## src/rtl/systolic_pe_mac.sv

```systemverilog
// systolic_pe_mac
// One processing element of an N x N output-stationary systolic array.
// Each cycle the PE multiplies its west and north operands and accumulates
// the product locally. Operands are forwarded east/south and the control
// strobes are delayed one cycle for the neighbouring PEs. When cal_done is
// sampled the accumulated result is published on a daisy-chained result bus
// that also carries results from upstream PEs (din -> dout).
//
// Ports:
//   clk         system clock, rising edge
//   sys_rst_n   asynchronous reset, ACTIVE HIGH despite the suffix
//   cal_en      operands valid this cycle, accumulate
//   cal_done    publish result and clear accumulator
//   westin      row operand from west neighbour      [IN_LEN]
//   northin     column operand from north neighbour  [IN_LEN]
//   din_val     upstream result valid
//   din         upstream result data                 [OUT_LEN]
//   n_cal_en    cal_en delayed one cycle
//   n_cal_done  cal_done delayed one cycle
//   eastout     westin registered, zero-extended     [OUT_LEN]
//   southout    northin registered, zero-extended    [OUT_LEN]
//   dout_val    result bus valid
//   dout        result bus data                      [OUT_LEN]
module systolic_pe_mac #(
  parameter int N       = 3,
  parameter int IN_LEN  = 8,
  parameter int OUT_LEN = 8
) (
  input  logic               clk,
  input  logic               sys_rst_n,
  input  logic               cal_en,
  input  logic               cal_done,
  input  logic [IN_LEN-1:0]  westin,
  input  logic [IN_LEN-1:0]  northin,
  input  logic               din_val,
  input  logic [OUT_LEN-1:0] din,
  output logic               n_cal_en,
  output logic               n_cal_done,
  output logic [OUT_LEN-1:0] eastout,
  output logic [OUT_LEN-1:0] southout,
  output logic               dout_val,
  output logic [OUT_LEN-1:0] dout
);

  logic [OUT_LEN-1:0] acc;
  logic               hold_val;
  logic [OUT_LEN-1:0] hold_data;

  logic [OUT_LEN-1:0] west_ext;
  logic [OUT_LEN-1:0] north_ext;
  logic [OUT_LEN-1:0] product;
  logic [OUT_LEN-1:0] acc_plus;
  logic [OUT_LEN-1:0] publish_val;

  // The accumulator wraps modulo 2^OUT_LEN, so only the low OUT_LEN bits of
  // the full product ever matter. Multiplying the zero-extended operands at
  // OUT_LEN width yields exactly those bits.
  always_comb begin
    west_ext    = OUT_LEN'(westin);
    north_ext   = OUT_LEN'(northin);
    product     = west_ext * north_ext;
    acc_plus    = acc + product;
    publish_val = cal_en ? acc_plus : acc;
  end

  // Operand forwarding and strobe delays run every cycle, independent of
  // cal_en, so the wavefront keeps moving through the array.
  always_ff @(posedge clk or posedge sys_rst_n) begin
    if (sys_rst_n) begin
      n_cal_en   <= 1'b0;
      n_cal_done <= 1'b0;
      eastout    <= '0;
      southout   <= '0;
    end else begin
      n_cal_en   <= cal_en;
      n_cal_done <= cal_done;
      eastout    <= west_ext;
      southout   <= north_ext;
    end
  end

  // Accumulator: cal_done publishes (including a same-cycle product) and
  // clears, otherwise cal_en adds the product.
  always_ff @(posedge clk or posedge sys_rst_n) begin
    if (sys_rst_n) begin
      acc <= '0;
    end else if (cal_done) begin
      acc <= '0;
    end else if (cal_en) begin
      acc <= acc_plus;
    end
  end

  // Result bus. Priority: own result, then a buffered upstream result, then
  // a fresh upstream result. An upstream result that loses arbitration is
  // parked in the one-entry holding register; when the buffer drains while a
  // new din arrives, that din takes its place. The array schedule never
  // produces a second collision while the buffer is full.
  always_ff @(posedge clk or posedge sys_rst_n) begin
    if (sys_rst_n) begin
      dout      <= '0;
      dout_val  <= 1'b0;
      hold_val  <= 1'b0;
      hold_data <= '0;
    end else if (cal_done) begin
      dout     <= publish_val;
      dout_val <= 1'b1;
      if (din_val) begin
        hold_val  <= 1'b1;
        hold_data <= din;
      end
    end else if (hold_val) begin
      dout     <= hold_data;
      dout_val <= 1'b1;
      if (din_val) begin
        hold_data <= din;
      end else begin
        hold_val <= 1'b0;
      end
    end else if (din_val) begin
      dout     <= din;
      dout_val <= 1'b1;
    end else begin
      dout_val <= 1'b0;
    end
  end

endmodule

```

## config.mk

```make
export PLATFORM = sky130hd
export DESIGN_NAME = systolic_pe_mac
export DESIGN_NICKNAME = d
export VERILOG_FILES = /design/src/rtl/systolic_pe_mac.sv
export SDC_FILE = /design/constraint.sdc
export NUM_CORES = 1
export LEC_CHECK = 0
export CORE_AREA = 5 5 83 85
export CTS_CLUSTER_SIZE = 40
export DETAILED_ROUTE_END_ITERATION = 6
export DIE_AREA = 0 0 88 90
export PLACE_DENSITY = 0.74
export REMOVE_ABC_BUFFERS = 1
export SKIP_LAST_GASP = 1
export SYNTH_ARGS = -nofsm -noshare
export SYNTH_HDL_FRONTEND = slang
export SYNTH_SLANG_ARGS = --single-unit
```

## constraint.sdc

```tcl
create_clock -name clk -period 3.5 [get_ports clk]
set_input_delay 0.7 -clock clk [delete_from_list [all_inputs] [get_ports clk]]
set_output_delay 0.7 -clock clk [all_outputs]
set_load 0.03 [all_outputs]
```

==> flow_summary.yaml <==
setup_path:
  reg2reg_from: "acc[4]"
  cp.arrival_ps: 3960
  cpMaxStageDelayCell: "fa_1"
  cp-end-kind: "flop"
  required_ps: 3690
  cp-start-kind: "primary input"
  worst-setup-path-type: "primary input to flop"
  cp_cell_sequence: "buf_8 -> buf_6 -> and2_4 -> fa_2 -> ha_4 -> ha_4 -> inv_2 -> fa_1 -> inv_2 -> ha_4 -> inv_2 -> fa_2 -> inv_2 -> a21o_1 -> a21oi_4 -> xnor2_2 -> buf_4 -> nor3b_4 -> nor4_4"
  cpMostUsedCell: "inv_2"
  max_stage_delay_ps: 490
  worst-path-max-fanout: 5
  critPathLaunch: "northin[0]"
die:
  dieWidth_um: 88
  rows: 29
  core-area_um2: 6130
  die-area_um2: 7920
  initial_utilization_pct: 44.0
  ioPinCount: 56
  die_y_um: 90
sta:
  finalSetupTns_ps: -856
  hold_viol: 0
  fmax_mhz: 265
  slew-limit-headroom_pct: 34.4
  setup_viol: 6
  rsz0062_at_grt: "yes"
  worst_slack_ps: -271
  maxSlewViolCount: 0
  period_minus_slack_ps: 3770
  worst_pin_slew_ps: 978
  timing.final.crit_share_pct: 108
  clock_skew_ps: 11.8
global_routing:
  grt_max_degree: 28
  grt_pass1_vias: 2203
  grt_first_pass_wirelength_mm: 10.4
  overflow: 0
  grt.total_usage_pct: 16.9
  antenna_found_initial: 0
worst_hold_path:
  hold_start: "dout[0]"
  hold_class: "flop to flop"
placement:
  portBuffers: 55
  place_hpwl_mm: 4.41
  gp_congestion: 0.900
detailed_routing:
  wirelength_mm: 6.16
  viasPerCell: 4.91
  drcViolationCount: 0
  first_iter_violations: 58
  dr.pass1.iters: 4
  avgRoutedWirePerCell_um: 15.1
  drtAntennaViolNets: 0
  via_count: 2008
pwr:
  leakagePower_nw: 1.76
  power_density_nw_per_um2: 629
  peakVddDrop_uv: 324
clocking:
  path_clk_slew_ps: 90
  insertion_delay_ps: 310
  tritoncts: "done"
  clockBufferDepth: 2
  cts_hold_buf: 0
  cts_num_sinks: 44
  htree_levels: 2
  cts_inserted_buffers: 5
  cts_root_buffer: "clkbuf_8"
yosys:
  synth-seq-area-share_pct: 40.8
  syn-cell-area_um2: 2700
  synthMuxAreaShare_pct: 7.52
  synth_compound_area_share_pct: 6.08
  synth_flop_cell: "dfrtp_1"
  synthCells: 253
  synth-edff-count: 0
  synth_area_per_cell_um2: 10.7
  yosys.area_share.xor_xnor_pct: 6.08
  synth_top_family_by_area: "adder cells"
  synthAdderAreaFrac_pct: 21.6
  ys_seq_elements: 44
  ys_types: 27
  yosysWarnings: 0
  async_flop_share_pct: 100
  yosys.area_share.simple_pct: 11.1
final_layout:
  layout_commonest_cell: "dfrtp_1"
  diodes: 0
  area_growth_syn_to_layout_pct: 42.1
  most-common-layout-cells: "44 x dfrtp_1, 42 x clkdlybuf4s50_1, 31 x inv_1"
  final.fill_count: 485
  utilization_pct: 62.5
  final_nets: 395
  drive_above_1_share_pct: 31.0
run_status:
  violations: "negative setup slack"
  status: "finished with violations"
job:
  drv_cap: 0
[critical path: cells and delay by family]
kind | cells | cell delay (ps)
adders and majority gates | 6 | 1890
buffers and inverters | 7 | 590
and+or+nand+nor | 3 | 390
AOI/OAI and AO/OA | 2 | 210
xor gates and xnor gates | 1 | 160
[through the flow]
step,total power [mW],instance area (um^2),hold WS (ps),cells,setup WS [ps]
2_1_floorplan,1.33,2660,474,245,-456
3_3_place_gp,1.66,3450,462,395,-1140
5_1_grt,2.58,3830,518,409,-369
4_1_cts,2.29,3760,491,408,-204
6_report,2.41,3830,486,409,-271
3_5_place_dp,1.68,3450,469,395,-1240
[cell families after synthesis]
logic type               count (synthesis)
AO/OA/AOI/OAI                           25
multiplexers                            19
flip-flops                              44
AND/OR/NAND/NOR                         64
buffers and inverters                   48
adder cells (fa/ha/maj)                 36
XOR/XNOR                                17
[synth_stat cells (all sizes together), types with 2 or more instances]
cell / n / area [um^2]
a211oi: 8 / 60.1
a21o: 6 / 45.0
a21oi: 3 / 15.0
and2: 9 / 56.3
buf: 3 / 13.8
clkbuf: 5 / 18.8
dfrtp: 44 / 1100
fa: 18 / 360
ha: 17 / 213
inv: 40 / 150
mux2: 10 / 113
mux2i: 9 / 90.1
nand2: 35 / 134
nor2: 9 / 33.8
nor2b: 4 / 25.0
nor3: 2 / 10.0
nor3b: 2 / 15.0
o21ai: 8 / 43.8
xnor2: 17 / 164
[worst paths after layout]
kind	slack [ps]	endpoint	cells after the start
setup reg to reg	-160	acc[7]	15
hold / removal	490	dout[0]	1
setup / recovery	-270	acc[7]	19
min in group asynchronous	790	hold_data[1]	2
max in group asynchronous	1990	eastout[4]	3
hold reg to reg	490	dout[0]	1
[sequential cells by signal, indices dropped and copies added (netlist names)]
name and flops:
southout 8, eastout 8, acc 8, n_cal_en 1, n_cal_done 1, dout_val 1, hold_val 1, hold_data 8
dout 8
[routing by layer]
layer  vias up  wire length [um]  track usage [%]
li1        956                 -                -
met1      1007              2590             22.1
met2        36              3220             27.8
met3         9               259             3.56
met4         0                89             4.99
met5         -                 0                0
[where the power goes]
| part | switching, mW | leakage, nW | total (mW) | internal (mW) |
|---|---|---|---|---|
| Combinational | 0.678 | 1.18 | 1.37 | 0.693 |
| Sequential | 0.0457 | 0.526 | 0.632 | 0.586 |
| Clock | 0.193 | 0.0548 | 0.408 | 0.215 |
[area by class of cell]
class,count,area [um^2],share of cell area (%)
multi-input combinational,161,1640,42.9
clock buffer,5,68.8,1.80
timing repair buffer,79,726,18.9
sequential,44,1100,28.7
clock inverter,3,46.3,1.21
inverter,40,150,3.92
tap,77,96.3,2.51
[repair_timing]
action	4_1_cts	5_1_grt
resized for setup	103	14
buffers inserted	5	1
endpoints found under the setup margin	10	8
hold endpoints to repair	0	0
pin swaps	30	17
(Power assumes the default switching activity.)
